[src/rtl/alu_share_arbiter.sv]
// Time-shares one combinational ALU among NREQ requesters: round-robin grant,
// operand capture, one-cycle evaluation and a response held under backpressure.
module alu_share_arbiter #(
   parameter int NREQ  = 2,
   parameter int WIDTH = 32
) (
   input  logic                  clk,
   input  logic                  rst,
   input  logic [NREQ-1:0]       req,
   input  logic [NREQ*WIDTH-1:0] req_a,
   input  logic [NREQ*WIDTH-1:0] req_b,
   input  logic [NREQ*3-1:0]     req_op,
   output logic [NREQ-1:0]       gnt,
   output logic [WIDTH-1:0]      alu_a,
   output logic [WIDTH-1:0]      alu_b,
   output logic [2:0]            alu_op,
   input  logic [WIDTH-1:0]      alu_f,
   input  logic                  alu_zf,
   input  logic                  alu_of,
   output logic                  rsp_valid,
   output logic [1:0]            rsp_id,
   output logic [WIDTH-1:0]      rsp_f,
   output logic                  rsp_zf,
   output logic                  rsp_of,
   input  logic                  rsp_ready
);

   typedef enum logic [1:0] {
      IDLE = 2'd0,
      EXEC = 2'd1,
      RESP = 2'd2
   } state_t;

   state_t           state_r;
   logic [1:0]       rr_ptr_r;
   logic [1:0]       cur_id_r;
   logic [3:0]       req_pad_s;
   logic [1:0]       win_s;
   logic             win_vld_s;
   logic [WIDTH-1:0] sel_a_s;
   logic [WIDTH-1:0] sel_b_s;
   logic [2:0]       sel_op_s;

   function automatic logic [1:0] wrap_idx(input int base, input int offs);
      int sum;
      sum = (base + offs) % NREQ;
      return 2'(sum);
   endfunction

   // Padding to four bits lets a 2-bit index address any requester count
   assign req_pad_s = 4'(req);

   // Round-robin scan: first asserted request at or above rr_ptr_r, wrapping
   always_comb begin
      win_vld_s = 1'b0;
      win_s     = rr_ptr_r;
      for (int k = 0; k < NREQ; k++) begin
         if (!win_vld_s && req_pad_s[wrap_idx(int'(rr_ptr_r), k)]) begin
            win_vld_s = 1'b1;
            win_s     = wrap_idx(int'(rr_ptr_r), k);
         end else begin
            win_vld_s = win_vld_s;
         end
      end
   end

   // Operand mux for the current winner
   always_comb begin
      sel_a_s  = '0;
      sel_b_s  = '0;
      sel_op_s = 3'd0;
      for (int i = 0; i < NREQ; i++) begin
         sel_a_s  = (win_s == 2'(i)) ? req_a[i*WIDTH +: WIDTH] : sel_a_s;
         sel_b_s  = (win_s == 2'(i)) ? req_b[i*WIDTH +: WIDTH] : sel_b_s;
         sel_op_s = (win_s == 2'(i)) ? req_op[i*3 +: 3]       : sel_op_s;
      end
   end

   // Grant is visible in the same IDLE cycle the winner is chosen; reset kills it at once
   always_comb begin
      gnt = '0;
      for (int i = 0; i < NREQ; i++) begin
         gnt[i] = !rst && (state_r == IDLE) && win_vld_s && (win_s == 2'(i));
      end
   end

   // Control FSM with operand capture and response registers
   always_ff @(posedge clk or posedge rst) begin
      if (rst) begin
         state_r   <= IDLE;
         rr_ptr_r  <= 2'd0;
         cur_id_r  <= 2'd0;
         alu_a     <= '0;
         alu_b     <= '0;
         alu_op    <= 3'd0;
         rsp_valid <= 1'b0;
         rsp_id    <= 2'd0;
         rsp_f     <= '0;
         rsp_zf    <= 1'b0;
         rsp_of    <= 1'b0;
      end else begin
         case (state_r)
            IDLE: begin
               if (win_vld_s) begin
                  alu_a    <= sel_a_s;
                  alu_b    <= sel_b_s;
                  alu_op   <= sel_op_s;
                  cur_id_r <= win_s;
                  rr_ptr_r <= wrap_idx(int'(win_s), 1);
                  state_r  <= EXEC;
               end
            end
            EXEC: begin
               rsp_f     <= alu_f;
               rsp_zf    <= alu_zf;
               rsp_of    <= alu_of;
               rsp_id    <= cur_id_r;
               rsp_valid <= 1'b1;
               state_r   <= RESP;
            end
            RESP: begin
               if (rsp_ready) begin
                  rsp_valid <= 1'b0;
                  state_r   <= IDLE;
               end
            end
            default: begin
               rsp_valid <= 1'b0;
               state_r   <= IDLE;
            end
         endcase
      end
   end

endmodule

[config.mk]
export PLATFORM = sky130hd
export DESIGN_NAME = alu_share_arbiter
export DESIGN_NICKNAME = d
export VERILOG_FILES = /design/src/rtl/alu_share_arbiter.sv
export SDC_FILE = /design/constraint.sdc
export NUM_CORES = 1
export LEC_CHECK = 0
export CORE_MARGIN = 5
export CORE_UTILIZATION = 40
export CTS_CLUSTER_DIAMETER = 60
export DETAILED_ROUTE_END_ITERATION = 10
export PLACE_DENSITY = 0.79
export SETUP_SLACK_MARGIN = 0.3
export SYNTH_ARGS = -nofsm -noshare
export SYNTH_HDL_FRONTEND = slang
export SYNTH_SLANG_ARGS = --single-unit
[constraint.sdc]
create_clock -name clk -period 4.65 [get_ports clk]
set_clock_uncertainty 0.15 [all_clocks]
set_input_delay 1.395 -clock clk [delete_from_list [all_inputs] [get_ports clk]]
set_output_delay 1.395 -clock clk [all_outputs]
set_load 0.01 [all_outputs]
Word level (Yosys, flattened, before mapping)
Index checks and enable logic that the tools add are counted.

Eq/ne operators: 5. Reduce and logical (&&, ||, !) cells: 12. Muxes and demuxes: 19. Order comparisons: 2. $add $sub $neg: 2. Bitwise gates (word level): 3.

Operators by type and width (count): 2-to-1 mux 32 bit (4); 2-to-1 mux 2 bit (4); 2-to-1 mux 1 bit (6); 2-to-1 mux 3 bit (2); one-hot mux 2 bit (3 select lines) (1); AND reduction 2 bit (3); logical AND 1 bit (5); equality test 2 x 1 -> 1 bit, second input constant (2); zero test 2 bit (2); inequality test 2 bit, second input constant (2); less-than comparator 1 x 3 -> 1 bit, second input constant (1); less-than comparator 2 x 3 -> 1 bit, second input constant (1); one-hot mux 1 bit (3 select lines) (1); adder 1 bit, second input constant (2); AND 1 bit, first input constant (2); binary-select mux 1 bit (select 2 bit) (1); equality test 2 bit, second input constant (1); zero test 1 bit (2); inverter 1 bit (1).

Word-level logic and storage cells: 54. Output and inout bits: 106. Bits of input ports: 173. Register bits: 110.

Longest topological paths before layout
Gate-level depths: netlist of run 1.

Depth after elaboration: 9. Gate-level depth with buffers: 6. Depth with buffers taken out: 3.

Least setup slack after synthesis of run 1
OpenSTA, ideal clock, no wires.

Kind: input port to output port. Start point: input req[1]. End point: output gnt[1]. Required time: 3.105 ns. Path slack: 0.996 ns. Path buffers: 2. Stages: 4. Arrival: 2.109 ns. Path through: buf_2 -> inv_2 -> buf_2 -> a2111oi_2.

Word-level cells in the longest chain between the ends: 8. Elaborated cells on any way between the ends: 13. Those cells by class: 1 x eq/ne; 8 x mux; 4 x reduce/logical.

RTL lines: start, declared (line 9) `input logic [NREQ-1:0] req,`; 2-to-1 mux 1 bit (not written as such) (2 in a row) (line 58) `if (!win_vld_s && req_pad_s[wrap_idx(int'(rr_ptr_r), k)]) begin`; 2-to-1 mux 1 bit (line 58); zero test 1 bit (line 58); logical AND 1 bit (line 58); 2-to-1 mux 2 bit / 2-to-1 mux 1 bit (equally long branches) (line 58); equality test 2 x 1 -> 1 bit / logical AND 1 bit (equally long branches) (line 83) `gnt[i] = !rst && (state_r == IDLE) && win_vld_s && (win_s == 2'(i));`; logical AND 1 bit * (line 83); end, declared (line 13) `output logic [NREQ-1:0] gnt,`.

Mark *: on every way between the ends. The rest lies on a longest branch, timed or not. The select of a mux whose other input is x is not followed.

Final worst setup path of run 1
Start point: input rst. End point: output gnt[0].

Word-level cells in the longest chain between the ends: 4.

RTL lines: start, declared (line 8) `input logic rst,`; zero test 1 bit (no source line); logical AND 1 bit (3 in a row) (line 83).

No other way between the ends.

==> results of run 1 <==
cell usage in the layout (no fill, tap or decap), types with 2 or more instances in the layout:
cell,synthesis,final
a21oi_1,2,2
a31oi_1,2,2
buf_2,26,2
buf_4,6,11
clkbuf_16,0,9
clkdlybuf4s50_1,0,274
dfrtp_1,107,106
inv_2,3,3
inv_6,0,3
inv_8,0,3
mux2_2,35,35
nand3_1,68,68
nor2_1,4,3
nor2_4,1,2
o2111ai_1,134,134
o21ai_0,57,57
o21ai_1,11,11
kinds of logic (layout without fill, tap and decap cells):
logic type	count (synthesis)	after routing	synth area share, %
AND/OR/NAND/NOR	76	76	7.075
AO/OA/AOI/OAI	209	209	28.95
buffers and inverters	84	309	7.144
multiplexers	35	35	7.283
flip-flops	107	107	49.48
other	1	1	0.06930
power by group through the flow:
stage | registers, W | logic [W] | clock network [W]
2_1_floorplan | 0.00184 | 0.00123 | 0
3_3_place_gp | 0.00168 | 0.00265 | 0
3_5_place_dp | 0.00171 | 0.00271 | 0
4_1_cts | 0.00169 | 0.00272 | 0.000789
5_1_grt | 0.00176 | 0.00291 | 0.000831
6_report | 0.00169 | 0.00269 | 0.000772
routing by layer:
metal / up-vias / share of wire (%)
met5: - / 0.10
met4: 2 / 2.3
met3: 37 / 8.4
met2: 350 / 49
met1: 2773 / 40
li1: 2524 / -
path summary, 6_finish.rpt:
| check | from | endpoint | slack, ps | cells past startpoint |
|---|---|---|---|---|
| setup / recovery | rst | gnt[0] | 500 | 3 |
| min in group asynchronous | rst | alu_a[12] | 1350 | 2 |
| setup reg to reg | state_r[1] | alu_op[1] | 2190 | 5 |
| max in group asynchronous | rst | alu_b[19] | 2350 | 3 |
| hold reg to reg | rsp_valid | rsp_valid | 340 | 1 |
| hold / removal | rsp_valid | rsp_valid | 340 | 1 |
stage by stage:
stage | std cells | instance area [µm²] | worst slack (ps) | total power [W]
after detailed placement | 897 | 8145 | 226.2 | 0.004419
after floorplan | 512 | 5415 | 996.0 | 0.003063
final | 913 | 8446 | 498.8 | 0.005161
after CTS | 913 | 8446 | 501.0 | 0.005199
after global routing | 913 | 8446 | 443.6 | 0.005502
after global placement | 897 | 8145 | 220.9 | 0.004326
cell type report:
cell class	instances	area, µm²	area share (%)
Timing Repair Buffer	289	2864	33.91
Sequential cell	107	2679	31.72
Multi-Input combinational cell	321	2362	27.97
Clock buffer	9	225.2	2.667
Tap cell	176	220.2	2.607
Clock inverter	7	76.32	0.9037
Inverter	4	18.77	0.2222
worst max-delay path: stages:
cell             delay (ps)
clkdlybuf4s50_1         490
nor2_1                  140
clkdlybuf4s50_1         580
timing repair:
action / in CTS / in global routing
hold buffers: 0 / 0
endpoints found under the setup margin: 1 / 0
resized for setup: 1 / 0
registers in the layout (all words and copies together), names as in the netlist:
signal,cells
alu_a,32
rr_ptr_r,1
alu_op,3
rsp_of,1
cur_id_r,1
rsp_id,1
alu_b,32
rsp_zf,1
rsp_valid,1
state_r,2
rsp_f,32
==> run metrics, run 1 <==
I/O pin total 279; gr usage total 24.48%; logic gate share of total power ~52%; root buf cell clkbuf_16; Area Growth Syn to Fin 56.07%; drt wl/cell 21.85 µm; most common cell in the netlist o2111ai_1; TritonCTS Sinks 107; Worst setup EP type output port; gpl congestion about 0.80; crit path max fanout 3; CTS clk-pin slew, worst paths 70 ps; minimum clock period just over 4000 ps; critical path type input port to output port; row count 42; first-pass GRT wire length 32120 µm; DPL Wire Length 13280 µm; Detail Route Antenna Nets 0; max_cap viols 0; Die X 126.3 µm; cell taking the most area after synthesis dfrtp_1; asr flop ratio synth 100.0%; Via density 6.228; Worst EP required 3110 ps; Flop pwr share 32.8%; Worst-Margin Slew roughly 1300 ps; Util after Layout a little under two thirds; syn avg cell area 10.57 µm²; die area 0.01595 mm²; IO Port Bufs 277; hold_ws 342.6 ps; clock share of power 15.0%; P_leak 3.216 nW; synth top area cells dfrtp_1 (49%), o2111ai_1 (22%), mux2_2 (7.3%); Ys Warns 0; starting density of the core 40.86%; clock buffer depth 2; Max Clk Rate 0.2409 GHz; worst rel slew slack 15.55%; PwrDens about 610 mW/mm²; commonest cells in the netlist o2111ai_1 (134), dfrtp_1 (107), nand3_1 (68), o21ai_0 (57), clkbuf_1 (44); total nets after synthesis 685; class of the worst hold path register to register; startpoint types input port; Seq cells post-synth 107; # fillers 1077; Distinct cells, synth 25; detailed-route via count between 5000 and 6000; CTS buffer count 9; unrepaired setup endpoints after global routing false; EDFF count, synth 0; CP arrival 2610 ps; top cell type's share of synthesized area 49.48%; Slew Limit Fails 0; vias in the first global route 5754; worst-skew pair later-pin latency 340 ps; Fin. Hold Viols 0; register area share after synthesis 49.48%; period utilization 89.27%; layout cell share with drive strength beyond 1 10.18%; status complete, no violations; Net Sw Power just over 0.002 W; met2 Usage GRT 40.31%; DR iter-0 viols about 480; busiest layer in global routing met2; dominant synthesized flop cell dfrtp_1; DRT Pass-1 Iters 5; die height 126.3 µm; Nets 905; Post-CTS Setup Inserts 0; peak supply drop 254.8 µV; largest net degree at the start of global routing around 70; Post-Syn Area 0.005411 mm²; CTS tree done; met1 GRT Util 32.05%; Core ar. 0.01324 mm²; met3 usage 5.507%; DRC 0; final setup violation count 0; routed wire length 19950 µm; ant diodes 0; H-Tree Depth 3; gr ovfl total 0; setup TNS 0 ps; switching power share of the total 39.32%; initial antenna violation count 1; Mapped Cells 512; Int Power 0.003132 W
Note: power is estimated with default switching activity, not from simulation.
==> run 2: changes to the inputs <==
Settings changed: CORE_MARGIN 5 to 2, SKIP_LAST_GASP set to 1.
==> run 2 against run 1 <==
Compared with the run above:
- core utilization down 0.15 points
- non-clock buffer count down 2
- sequential power about the same
- final cell count down 0.22%
- first-iteration DRC count up 1.9%
- clock power about the same
- sequential share of layout area up 0.075 points
- fmax up 1.2%
- clock-buffer cell count unchanged
- highest routed layer is now met4
==> run metrics, run 2 (synthesis results as in run 1) <==
status complete, no violations (unchanged); Worst-Margin Slew 1255 ps (was 1265 ps); largest net degree at the start of global routing 73 (was 72); CTS clk-pin slew, worst paths 70 ps (about the same); FF-to-FF End alu_b[6] (was alu_op[1]); H-Tree Depth 3 (unchanged); CP arrival 2560 ps (was 2610 ps); peak supply drop 327.9 µV (was 254.8 µV); final setup violation count 0 (unchanged); worst-skew pair later-pin latency 350 ps (was 340 ps); drt wl/cell 21.05 µm (was 21.85 µm); PwrDens 611.0 mW/mm² (was 611.1 mW/mm²); ant diodes 0 (unchanged); Worst EP required 3110 ps (about the same); most frequent cells in the layout clkdlybuf4s50_1 (274), o2111ai_1 (134), dfrtp_1 (106) (unchanged); row count 42 (unchanged); Detail Route Antenna Nets 0 (unchanged); Hold Path Stages 1 (unchanged); DRT Pass-1 Iters 5 (unchanged); Nets 903 (was 905); CP startpoint rst (unchanged); routed wire length 19180 µm (was 19950 µm); unrepaired setup endpoints after global routing false (unchanged); gr usage total 26.40% (was 24.48%); minimum clock period 4100 ps (was 4151 ps); first-pass GRT wire length 30260 µm (was 32120 µm); setup TNS 0 ps (unchanged); root buf cell clkbuf_16 (unchanged); I/O pin total 279 (unchanged); path depth of the worst reg2reg path 5 (unchanged); power after layout 0.005148 W (was 0.005161 W); TritonCTS Sinks 107 (unchanged); DR iter-0 viols 484 (was 475); class of the worst hold path register to register (unchanged); Core ar. 0.01324 mm² (unchanged); crit path max fanout 3 (unchanged); initial antenna violation count 0 (was 1); CP endpoint gnt[0] (unchanged); max_cap viols 0 (unchanged); clock buffer depth 2 (unchanged); detailed-route via count 5580 (was 5686); gr ovfl total 0 (unchanged); most common cell after layout, fill and taps aside clkdlybuf4s50_1 (unchanged); Worst setup EP type output port (unchanged); DP Cell Count 895 (was 897); period utilization 88.18% (was 89.27%); vias in the first global route 5645 (was 5754); die height 120.3 µm (was 126.3 µm); die area 0.01447 mm² (was 0.01595 mm²); # fillers 1077 (unchanged); Die X 120.3 µm (was 126.3 µm); IO Port Bufs 277 (unchanged); worst rel slew slack 16.32% (was 15.55%); P_leak 3.206 nW (was 3.216 nW); CTS tree done (unchanged); Fin. Hold Viols 0 (unchanged); startpoint types input port (unchanged); Via density 6.125 (was 6.228); DRC 0 (unchanged); Regs by FF count alu_a (32), alu_b (32), rsp_f (32) (unchanged); Reg-to-Reg Start state_r[1] (unchanged); Area Growth Syn to Fin 55.70% (was 56.07%); flop2flop setup slack 2160 ps (was 2190 ps); critical path type input port to output port (unchanged); starting density of the core 40.86% (unchanged); Multi-input gate area 0.002362 mm² (unchanged); CTS buffer count 9 (unchanged); final cell count without fillers 911 (was 913); Max Clk Rate 0.2439 GHz (was 0.2409 GHz); Seq. cell area 0.002679 mm² (unchanged); Slew Limit Fails 0 (unchanged); DPL Wire Length 12370 µm (was 13280 µm); gpl congestion 0.8115 (was 0.7993); layout cell share with drive strength beyond 1 9.932% (was 10.18%)
run 2: cell type report:
type	count	area share (%)
clock inverter	7	0.8465
sequential	107	31.79
tap	176	2.614
multi-input combinational	321	28.04
inverter	4	0.2228
timing repair buffer	287	33.81
clock buffer	9	2.673
run 2: how the worst min path moves through the flow:
stage | from | to | slack, ps
6_report | rsp_valid | rsp_valid | 330
5_1_grt | alu_op[0] | alu_op[0] | 370
4_1_cts | rsp_valid | rsp_valid | 330
3_5_place_dp | rsp_valid | rsp_valid | 320
3_3_place_gp | rsp_valid | rsp_valid | 320
2_1_floorplan | cur_id_r[0] | rsp_id[0] | 330
run 2: power by group:
part           switching (W)  internal, W
registers           0.000263      0.00140
logic                0.00137      0.00135
clock network       0.000387     0.000384
total                0.00202      0.00313
run 2: repair_timing:
action,in CTS,in global routing
setup endpoints to repair,1,0
gates resized for setup,1,0
setup buffers,0,0
hold buffers,0,0
run 2: through the flow:
step	setup slack, ps	area [µm²]	util [%]	hold slack (ps)
finish	549.6	8426	63.62	332.8
global route	491.9	8426	63.62	366.0
CTS	546.6	8426	63.62	334.9
detailed placement	249.7	8130	61.39	317.6
floorplan	996.0	5415	-	330.2
global placement	268.0	8130	61.39	315.7
run 2: per-layer routing:
metal	vias to the layer above	wire (µm)	track usage, %	part of all wire (%)
li1	2522	-	-	-
met2	300	9328	44.00	49
met1	2706	7616	32.09	40
met3	52	1515	5.896	7.9
met4	0	719	13.59	3.7
met5	-	0	0	0
run 2: critical path, cell delays in order:
cell and delay [ps]:
clkdlybuf4s50_1 490, nor2_1 130, clkdlybuf4s50_1 540
